--- config.mk ---
export PLATFORM = sky130hd
export DESIGN_NAME = multiply
export DESIGN_NICKNAME = d
export VERILOG_FILES = /design/src/rtl/multiply.sv
export SDC_FILE = /design/constraint.sdc
export NUM_CORES = 1
export LEC_CHECK = 0
export CAP_MARGIN = 15
export CORE_UTILIZATION = 45
export CTS_CLUSTER_DIAMETER = 60
export DETAILED_ROUTE_END_ITERATION = 16
export DONT_BUFFER_PORTS = 1
export SETUP_SLACK_MARGIN = 0.3
export SLEW_MARGIN = 20
export SYNTH_ARGS = -nofsm -noshare
export SYNTH_HDL_FRONTEND = slang
export SYNTH_SLANG_ARGS = --single-unit
--- constraint.sdc ---
create_clock -name clk -period 2.46 [get_ports clk]
set_input_delay 0.246 -clock clk [delete_from_list [all_inputs] [get_ports clk]]
set_output_delay 0.246 -clock clk [all_outputs]
set_load 0.005 [all_outputs]
--- src/rtl/multiply.sv ---
// Iterative 16x16 shift-add multiplier for the EX stage. It produces a signed or unsigned
// 32-bit product and uses the same start/annul/ready handshake as the divider.
module multiply (
  input  logic        clk,
  input  logic        rst,
  input  logic        signed_mul_i,
  input  logic [15:0] opdata1_i,
  input  logic [15:0] opdata2_i,
  input  logic        start_i,
  input  logic        annul_i,
  output logic [31:0] result_o,
  output logic        ready_o
);

  typedef enum logic [1:0] {
    MUL_FREE = 2'b00,
    MUL_ZERO = 2'b01,
    MUL_ON   = 2'b10,
    MUL_END  = 2'b11
  } state_t;

  localparam logic [4:0] LAST_ITER = 5'd16;

  state_t      state_q, state_d;
  logic [4:0]  cnt_q, cnt_d;
  logic [32:0] acc_q, acc_d;
  logic [15:0] mcand_q, mcand_d;
  logic        signed_q, signed_d;
  logic        sign1_q, sign1_d;
  logic        sign2_q, sign2_d;
  logic [31:0] result_d;
  logic        ready_d;

  logic [15:0] mag1, mag2;
  logic [16:0] sum;

  // In signed mode, negative operands become their magnitudes. 0x8000 negates to itself,
  // and that is still the correct unsigned magnitude.
  assign mag1 = (signed_mul_i && opdata1_i[15]) ? (~opdata1_i + 16'd1) : opdata1_i;
  assign mag2 = (signed_mul_i && opdata2_i[15]) ? (~opdata2_i + 16'd1) : opdata2_i;

  assign sum = {1'b0, acc_q[31:16]} + {1'b0, (acc_q[0] ? mcand_q : 16'h0000)};

  always_comb begin
    // NOTE: every output of this block gets a default first, so no path can infer a latch.
    state_d  = state_q;
    cnt_d    = cnt_q;
    acc_d    = acc_q;
    mcand_d  = mcand_q;
    signed_d = signed_q;
    sign1_d  = sign1_q;
    sign2_d  = sign2_q;
    result_d = result_o;
    ready_d  = ready_o;

    unique case (state_q)
      MUL_FREE: begin
        ready_d  = 1'b0;
        result_d = 32'h0000_0000;
        if (start_i && !annul_i) begin
          signed_d = signed_mul_i;
          sign1_d  = opdata1_i[15];
          sign2_d  = opdata2_i[15];
          acc_d    = {17'h0_0000, mag2};
          mcand_d  = mag1;
          cnt_d    = 5'd0;
          if (opdata1_i == 16'h0000 || opdata2_i == 16'h0000) state_d = MUL_ZERO;
          else                                                  state_d = MUL_ON;
        end
      end

      MUL_ZERO: begin
        acc_d   = 33'h0_0000_0000;
        state_d = MUL_END;
      end

      MUL_ON: begin
        if (annul_i) begin
          state_d = MUL_FREE;
        end else if (cnt_q != LAST_ITER) begin
          acc_d = {1'b0, sum, acc_q[15:1]};
          cnt_d = cnt_q + 5'd1;
        end else begin
          // The magnitude product is negated only when exactly one signed operand was negative.
          if (signed_q && (sign1_q ^ sign2_q)) acc_d[31:0] = ~acc_q[31:0] + 32'd1;
          cnt_d   = 5'd0;
          state_d = MUL_END;
        end
      end

      MUL_END: begin
        result_d = acc_q[31:0];
        ready_d  = 1'b1;
        if (!start_i) begin
          result_d = 32'h0000_0000;
          ready_d  = 1'b0;
          state_d  = MUL_FREE;
        end
      end

      default: state_d = MUL_FREE;
    endcase
  end

  always_ff @(posedge clk) begin
    // NOTE: registers are written with non-blocking assignments so that every register
    // updates from values taken before the clock edge.
    if (!rst) begin
      state_q  <= MUL_FREE;
      cnt_q    <= 5'd0;
      result_o <= 32'h0000_0000;
      ready_o  <= 1'b0;
      // NOTE: the datapath registers are cleared as well. They are few, and clearing them
      // keeps the state after reset fully determined.
      acc_q    <= 33'h0_0000_0000;
      mcand_q  <= 16'h0000;
      signed_q <= 1'b0;
      sign1_q  <= 1'b0;
      sign2_q  <= 1'b0;
    end else begin
      state_q  <= state_d;
      cnt_q    <= cnt_d;
      result_o <= result_d;
      ready_o  <= ready_d;
      acc_q    <= acc_d;
      mcand_q  <= mcand_d;
      signed_q <= signed_d;
      sign1_q  <= sign1_d;
      sign2_q  <= sign2_d;
    end
  end

endmodule

# ---- After elaboration in Yosys (flattened, before gate mapping)
# Cells that the tools add are included.
# W data, S select, Z words.
dict set report op_classes {
  addsub 5
  eq_ne 9
  mux 22
  bitwise_logic 4
  n_reduce_logical 16
}
# op count
set op_table {}
lappend op_table {{$mux W32} 5}
lappend op_table {{$pmux W32 S3} 1}
lappend op_table {{$pmux W32 S2} 1}
lappend op_table {{$mux W16} 3}
lappend op_table {{$add A16 B1 Y16 const B} 2}
lappend op_table {{$add A32 B1 Y32 const B} 1}
lappend op_table {{$logic_not A16 Y1} 2}
lappend op_table {{$not A16 Y16} 2}
lappend op_table {{$not A32 Y32} 1}
lappend op_table {{$add A16 B16 Y17} 1}
lappend op_table {{$mux W5} 3}
lappend op_table {{$mux W2} 5}
lappend op_table {{$pmux W5 S2} 1}
lappend op_table {{$pmux W2 S4} 1}
lappend op_table {{$ne A2 B2 Y1 const B} 3}
lappend op_table {{$ne A3 B3 Y1 const B} 2}
lappend op_table {{$reduce_and A3 Y1} 2}
lappend op_table {{$add A5 B1 Y5 const B} 1}
lappend op_table {{$ne A5 B5 Y1 const B} 1}
lappend op_table {{$eq A2 B2 Y1 const B} 2}
lappend op_table {{$logic_and A1 B1 Y1} 4}
lappend op_table {{$reduce_and A4 Y1} 1}
lappend op_table {{$reduce_bool A2 Y1} 2}
lappend op_table {{$reduce_bool A3 Y1} 1}
lappend op_table {{other kinds (8)} 8}
dict set report totals {
  register_bits 91
  in_bits 37
  out_inout_bits 33
  word_cells 65
}

# ---- Depth between registers and ports, before layout
# Gate-level depths: netlist of run 1.
dict set report depth {
  word_depth 6
  mapped_depth 12
  mapped_depth_nobuf 10
}

# ---- Worst setup path before layout of run 1
# No wires, ideal clock.
dict set report synth_timing {
  path_kind {reg-to-reg}
  startpoint {register acc_q[11]}
  endpoint {register acc_q[24]}
  setup_ns 0.126
  arrival_ns 2.468
  required_ns 2.334
  slack_ns -0.133
  stages_incl_launch_ff 8
  path_buffers 1
  period_less_slack_ns 2.593
  cell_sequence {dfxtp_1 -> or4_4 -> or4_4 -> or3_4 -> buf_6 -> or3_1 -> a22oi_1 -> o31ai_1}
}
dict set report synth_via {
  elab_chain_cells 6
}
# element line
set synth_rtl {}
lappend synth_rtl {{from (decl)} 26} ;# logic [32:0] acc_q, acc_d;
lappend synth_rtl {{from (signal assigned)} 115} ;# acc_q <= 33'h0_0000_0000;
lappend synth_rtl {{from (signal assigned)} 125} ;# acc_q <= acc_d;
lappend synth_rtl {{$not A32 Y32} 85} ;# if (signed_q && (sign1_q ^ sign2_q)) acc_d[31:0] = ~acc_q[31:0] + 32'd1;
lappend synth_rtl {{$add A32 B1 Y32} 85}
lappend synth_rtl {{$mux W32} 85}
lappend synth_rtl {{$mux W32} 80} ;# end else if (cnt_q != LAST_ITER) begin
lappend synth_rtl {{$mux W32} 78} ;# if (annul_i) begin
lappend synth_rtl {{$pmux W32 S3} 56} ;# unique case (state_q)
# Every way passes these cells. The select of a mux whose other input is x is not followed.
# A chain may end at the register's enable or synchronous reset.

# ---- Final worst setup path of run 1
# Ends and elaborated chain as after synthesis.

==> summary.md, run 1 <==
| Metric | Value |
|---|---|
| Violated checks | negative setup slack |
| Fin. Hold Viols | 0 |
| Flip-flop cell with the highest count after synthesis | dfxtp_1 |
| Total number of placement rows | 41 |
| Type of the worst setup path | reg -> reg |
| Final Cell Area | 7120 um2 |
| Synthesized area divided by synthesized cell count | 7.75 um2 |
| Global-route wire length before repair | between 20,000 and 30,000 um |
| CP Launch Point | acc_q[11]$_SDFFE_PN0P_ |
| Leak Pwr | 2.63 nW |
| Number of flops mapped to enable cells by yosys | 0 |
| Critical R2R Capture | acc_q[24]$_SDFFE_PN0P_ |
| Overall routing resource usage | 0.272 |
| Post-synthesis sequential area ratio | 0.312 |
| Category of the worst setup path capture point | flop |
| Final weighted congestion in routability-driven placement | 0.909 |
| Setup repair after global routing missed its margin | true |
| Vias in the first global route | approximately 5,400 |
| Flops & latches, synth | just over 90 |
| Layout area overhead | 21.8% |
| Footprint of the multi-input gates | between 4000 and 5000 um2 |
| Fmax achieved | 406 MHz |
| Initial antenna violation count | 0 |
| Final Skew | 0.0125 ns |
| Worst voltage drop across the vdd grid | 0.000797 V |
| Area enclosed by the die boundary | 13,500 um2 |
| Number of nets in the layout | ~850 |
| Number of diodes | 0 |
| Final worst path period need | 2.46 ns |
| Number of distinct library cell variants in the gate-level netlist after synthesis | 68 |
| Power share of the clock group | 0.234 |
| Combinational group share of total power | 0.482 |
| Iteration-0 DRC count of the detailed router | ~420 |
| Root Driver | clkbuf_16 |
| Die width | approximately 120 um |
| Latest clock arrival within the worst-skew pair | 0.36 ns |
| Worst rel slew slack | 0.552 |
| Sequential Area | 1830 um2 |
| Number of cells produced by synthesis | 754 |
| Register clock-pin slew on the reported worst setup and hold paths | 0.07 ns |
| Bufs on Longest Clock Path | 2 |
| NetSw | 0.00263 W |
| Worst reg2reg startpoint | acc_q[11]$_SDFFE_PN0P_ |
| Portion of total power attributed to sequential cells | 0.284 |
| Starting Density | 0.463 |
| Input/output buffers | 0 |
| Setup TNS after final layout | -0.000555 ns |
| Internal Power | 0.00394 W |
| Number of pins exceeding their max-slew limit in the final report | 0 |
| Crit path arrival time | 2.69 ns |
| Outcome | complete, but fails checks |
| # H-tree levels | 3 |
| Async SR Flop Fraction | 0 |
| Pwr/cell area | around 920 nW/um2 |
| Height of the chip | ~120 um |
| Top-level port count | 70 |
| Sum of internal, switching and leakage power | around 0.0066 W |
| Wire per inst | 18.9 um |
| Overall via count from detail_route | 5,880 |
| Pin count of the biggest net entering global routing | 62 |
| Final WS setup | -0.000555 ns |
| Capturing instance or port of the critical path | acc_q[24]$_SDFFE_PN0P_ |
| Worst EP required | 2.69 ns |
| R2R depth | 6 |
| 1st-pass router iterations | 5 |
| Most frequent standard cell in the layout excluding fill and tap cells | nor2_1 |
| CTS sink cnt | about 90 |
| Overall overflow remaining after global route | 0 |
| Post-Place Cell Area | ~6400 um2 |
| TritonCTS buffer count | 9 |
| Final period util | 1.00 |
| Utilization after layout | 0.564 |
| Pre-CTS setup slack | -0.00496 ns |
| Remaining DRCs | 0 |
| Vias per Instance | 6.11 |
| Element type at the critical path start | flop |
| Transition time of the tightest slew-check pin | 0.672 ns |
| Routed wire length | about 18,000 um |
| Proportion of layout cells with a drive suffix above 1 | 0.195 |
| Post-detailed-placement half-perimeter wirelength | 13,000 um |
| CORE AREA | ~13,000 um2 |
| Class of the most critical hold timing path | in -> reg |
| Number of fill cells in the layout | approximately 1,200 |
| Cell area after synthesis | 5850 um2 |
| Worst reg2reg setup slack | -0.0006 ns |
| Number of max-cap violations | 0 |
| Maximum fanout encountered on the critical timing path | 8 |
| Switching Fraction | 0.401 |
| Clock tree from TritonCTS | yes |
| Commonest non-fill, non-tap cells in the layout | 102 x nor2_1, 85 x dfxtp_1, 53 x buf_4, 47 x nand2_1, 45 x a21oi_1 |
| Syn_nets | 817 |
| Count of warnings emitted by yosys | 0 |
| Count of nets left with antenna violations after detail routing | 0 |
| Final setup violation count | 1 |
-- layer usage --
layer / vias to the layer above / share of wire / track usage
met5: - / 0 / 0
met4: 0 / 0.022 / 0.100
li1: 2855 / - / -
met1: 2823 / 0.46 / 0.371
met3: 28 / 0.051 / 0.0476
met2: 174 / 0.47 / 0.429
-- Yosys cell counts (12+ instances only) --
master	n	area, um2
inv_1	19	71.3
nor2_1	107	402
nor3_1	37	185
xor2_1	20	175
nand3_1	17	85.1
a22oi_1	34	255
dfxtp_1	91	1820
o31ai_1	13	97.6
a21oi_1	51	255
nand2_1	47	176
o21ai_0	40	200
clkbuf_1	39	146
and2_1	21	131
ha_1	25	313
o211ai_1	12	90.1
xnor2_1	22	193
-- worst min-delay path by stage --
stage	to	from	cells past startpoint	slack (ns)
2_1_floorplan	mcand_q[0]$_SDFFE_PN0P_	opdata1_i[0]	2	0.38
3_3_place_gp	acc_q[5]$_SDFFE_PN0P_	rst	1	0.38
3_5_place_dp	acc_q[11]$_SDFFE_PN0P_	rst	1	0.38
4_1_cts	acc_q[13]$_SDFFE_PN0P_	rst	2	0.01
5_1_grt	acc_q[14]$_SDFFE_PN0P_	rst	1	0.02
6_report	signed_q$_SDFFE_PN0P_	signed_mul_i	2	0.02
-- sequential cells by signal (all words and copies together) (netlist names) --
register  flops
acc_q        32
result_o     32
mcand_q      16
cnt_q         5
state_q       2
ready_o       1
sign1_q       1
sign2_q       1
signed_q      1
-- timing repair --
item / in CTS / in global routing
setup buffers: 4 / 7
gates resized for setup: 42 / 43
hold endpoints to repair: 1 / 0
endpoints found under the setup margin: 18 / 29
cloned: 0 / 1
pin swaps: 10 / 19
hold buffers: 1 / 0
-- per-stage QoR --
stage          cells  hold slack, ns
6_report         962          0.0193
5_1_grt          962          0.0166
4_1_cts          954          0.0144
3_5_place_dp     934           0.379
3_3_place_gp     934           0.385
2_1_floorplan    754           0.382
-- worst max-delay path, cell delays in order, from the launching register on --
cell and delay, ns:
dfxtp_2 0.32, or4_4 0.52, or4_4 0.44, or3_4 0.46, or3_4 0.35, a22oi_2 0.16
o31ai_1 0.08
-- power groups by stage --
stage / clock [W] / sequential [W] / combinational, W
after global routing: 0.00161 / 0.00189 / 0.00343
after detailed placement: 0 / 0.00188 / 0.00264
after CTS: 0.00156 / 0.00185 / 0.00281
after global placement: 0 / 0.00187 / 0.00260
after floorplan: 0 / 0.00183 / 0.00182
final: 0.00154 / 0.00187 / 0.00317
-- logic make-up (layout without fill, tap and decap cells) --
| family | after synthesis | count (layout) | synth area share |
|---|---|---|---|
| flops | 91 | 91 | 0.312 |
| simple gates | 291 | 291 | 0.241 |
| xor+xnor | 42 | 42 | 0.0629 |
| compound gates | 232 | 232 | 0.270 |
| mux | 9 | 9 | 0.0156 |
| fa+ha+maj | 26 | 26 | 0.0569 |
| buf+inv | 63 | 99 | 0.0419 |
-- layout make-up --
type	count	area share
clock buffer	9	0.0316
clock inverter	6	0.0135
inverter	20	0.0105
multi-input combinational	600	0.584
sequential	91	0.257
tap	172	0.0302
timing repair buffer	64	0.0732
(Power assumes the default switching activity.)
==> inputs of run 2 (changes only) <==
--- a/config.mk
+++ b/config.mk
@@ -10,6 +10,7 @@
 export CTS_CLUSTER_DIAMETER = 60
 export DETAILED_ROUTE_END_ITERATION = 16
 export DONT_BUFFER_PORTS = 1
+export GPL_TIMING_DRIVEN = 0
 export SETUP_SLACK_MARGIN = 0.3
 export SLEW_MARGIN = 20
 export SYNTH_ARGS = -nofsm -noshare
==> run 2 against run 1 <==
Compared with the run above: the flow still finishes with violations (negative setup slack); clock power decreased by 8%; flip-flop and latch count unchanged; register-to-register slack got worse by 0.15 ns; total power increased by 1.6%; clock-buffer cell count increased by 1; highest routed layer unchanged.
==> summary.md, run 2 (same netlist as run 1, synthesis figures left out) <==
| Metric | Value |
|---|---|
| Outcome | complete, but fails checks |
| Violated checks | negative setup slack |
| Routed wire length | 18,500 um |
| Vias per Instance | 6.05 |
| Starting Density | 0.463 |
| Vias in the first global route | between 5,000 and 6,000 |
| Fin. Hold Viols | 0 |
| Setup repair after global routing missed its margin | true |
| Commonest non-fill, non-tap cells in the layout | 102 x nor2_1, 85 x dfxtp_1, 48 x a21oi_1, 45 x nand2_1, 37 x buf_4 |
| Height of the chip | around 120 um |
| CTS sink cnt | 91 |
| Worst voltage drop across the vdd grid | 0.000696 V |
| Worst rel slew slack | 0.556 |
| Class of the most critical hold timing path | in -> reg |
| Proportion of layout cells with a drive suffix above 1 | 0.198 |
| Leak Pwr | 2.69 nW |
| Number of diodes | 0 |
| TritonCTS buffer count | 9 |
| Pin count of the biggest net entering global routing | 18 |
| Type of the worst setup path | reg -> reg |
| Element type at the critical path start | flop |
| Root Driver | clkbuf_16 |
| Iteration-0 DRC count of the detailed router | 425 |
| Final Hold Slack | 0.0305 ns |
| Initial antenna violation count | 0 |
| Clock tree from TritonCTS | yes |
| Number of pins exceeding their max-slew limit in the final report | 0 |
| Final setup violation count | 11 |
| Final Skew | approximately 0.011 ns |
| # H-tree levels | 3 |
| Sum of internal, switching and leakage power | 0.00668 W |
| Maximum fanout encountered on the critical timing path | 7 |
| Overall via count from detail_route | 5,950 |
| Total number of placement rows | roughly 40 |
| Area enclosed by the die boundary | 13,500 um2 |
| Number of placed instances, taps included | 926 |
| Final Instance Count excl. Fillers | 984 |
| Final period util | 1.06 |
| CORE AREA | 12,600 um2 |
| Setup TNS after final layout | -0.909 ns |
| Transition time of the tightest slew-check pin | between 0.6 and 0.7 ns |
| 1st-pass router iterations | 5 |
| Final worst path period need | about 2.6 ns |
| Category of the worst setup path capture point | flop |
| Input/output buffers | 0 |
| Pwr/cell area | 916 nW/um2 |
| Bufs on Longest Clock Path | 2 |
| Number of max-cap violations | 0 |
| Fmax achieved | 384 MHz |
| Register clock-pin slew on the reported worst setup and hold paths | ~0.07 ns |
| Count of nets left with antenna violations after detail routing | 0 |
| Layout area overhead | 24.6% |
| Most frequent standard cell in the layout excluding fill and tap cells | nor2_1 |
| Leading registers by flop count | acc_q: 32 flops, result_o: 32 flops, mcand_q: 16 flops |
| Number of nets in the layout | 870 |
| Pre-CTS setup slack | -0.445 ns |
| Overall routing resource usage | 0.281 |
| Overall overflow remaining after global route | 0 |
| Wire per inst | 18.8 um |
| Top-level port count | 70 |
| Post-detailed-placement half-perimeter wirelength | 13,700 um |
| Latest clock arrival within the worst-skew pair | 0.36 ns |
| Die width | around 120 um |
| Crit path arrival time | about 2.9 ns |
| Final WS setup | -0.146 ns |
| Worst EP required | 2.71 ns |
| Final weighted congestion in routability-driven placement | 0.865 |
| Global-route wire length before repair | between 20,000 and 30,000 um |
| Remaining DRCs | 0 |
run 2: cell count changes in the layout (fill, tap and decap cells not counted), sizes merged:
cell / previous run / this run
clkinv: 1 / 2
inv: 22 / 23
bufinv: 2 / 0
buf: 63 / 52
clkbuf: 9 / 43
dlygate4sd3: 1 / 0
run 2: worst max-delay path, stage by stage (launching register included):
cell	delay [ns]
dfxtp_1	0.31
buf_6	0.12
or3_4	0.40
or4_4	0.51
or3_4	0.35
buf_6	0.14
or3_4	0.32
a22oi_2	0.23
o31ai_2	0.10
run 2: layout make-up:
| cell class | instances | area (um2) |
|---|---|---|
| Clock buffer | 10 | 239 |
| Fill cell | 1198 | 5330 |
| Multi-Input combinational cell | 600 | 4210 |
| Tap cell | 172 | 215 |
| Buffer | 43 | 285 |
| Clock inverter | 6 | 56.3 |
| Sequential cell | 91 | 1830 |
| Timing Repair Buffer | 42 | 370 |
| Inverter | 20 | 75.1 |
run 2: through the flow:
stage / instance area (um2) / utilization
final: 7290 / 0.577
after global routing: 7290 / 0.577
after CTS: 6860 / 0.544
after detailed placement: 6160 / 0.488
after global placement: 6160 / 0.488
after floorplan: 5950 / -
run 2: routing by layer:
layer | part of all wire | track usage | vias up
li1 | - | - | 2901
met1 | 0.47 | 0.383 | 2866
met3 | 0.057 | 0.0706 | 22
met4 | 0.014 | 0.0769 | 0
met2 | 0.46 | 0.440 | 161
met5 | 0 | 0 | -
run 2: final timing paths:
kind / slack (ns) / start / cells after the start / to
min reg2reg: 0.47 / sign1_q$_SDFFE_PN0P_ / 2 / sign1_q$_SDFFE_PN0P_
min: 0.03 / opdata1_i[0] / 2 / mcand_q[0]$_SDFFE_PN0P_
max reg2reg: -0.15 / acc_q[8]$_SDFFE_PN0P_ / 8 / acc_q[24]$_SDFFE_PN0P_
max: -0.15 / acc_q[8]$_SDFFE_PN0P_ / 8 / acc_q[24]$_SDFFE_PN0P_
run 2: what timing repair did:
| item | CTS | global route |
|---|---|---|
| setup buffers | 20 | 20 |
| endpoints found under the setup margin | 57 | 37 |
| gates cloned | 0 | 2 |
| pin swaps | 21 | 23 |
| hold buffers | 0 | 0 |
| gates resized for setup | 74 | 62 |
run 2: power by group:
group,internal (W),leakage (nW),switching (W)
Sequential,0.00167,0.742,0.000213
Combinational,0.00149,1.80,0.00188
Clock,0.000735,0.143,0.000684
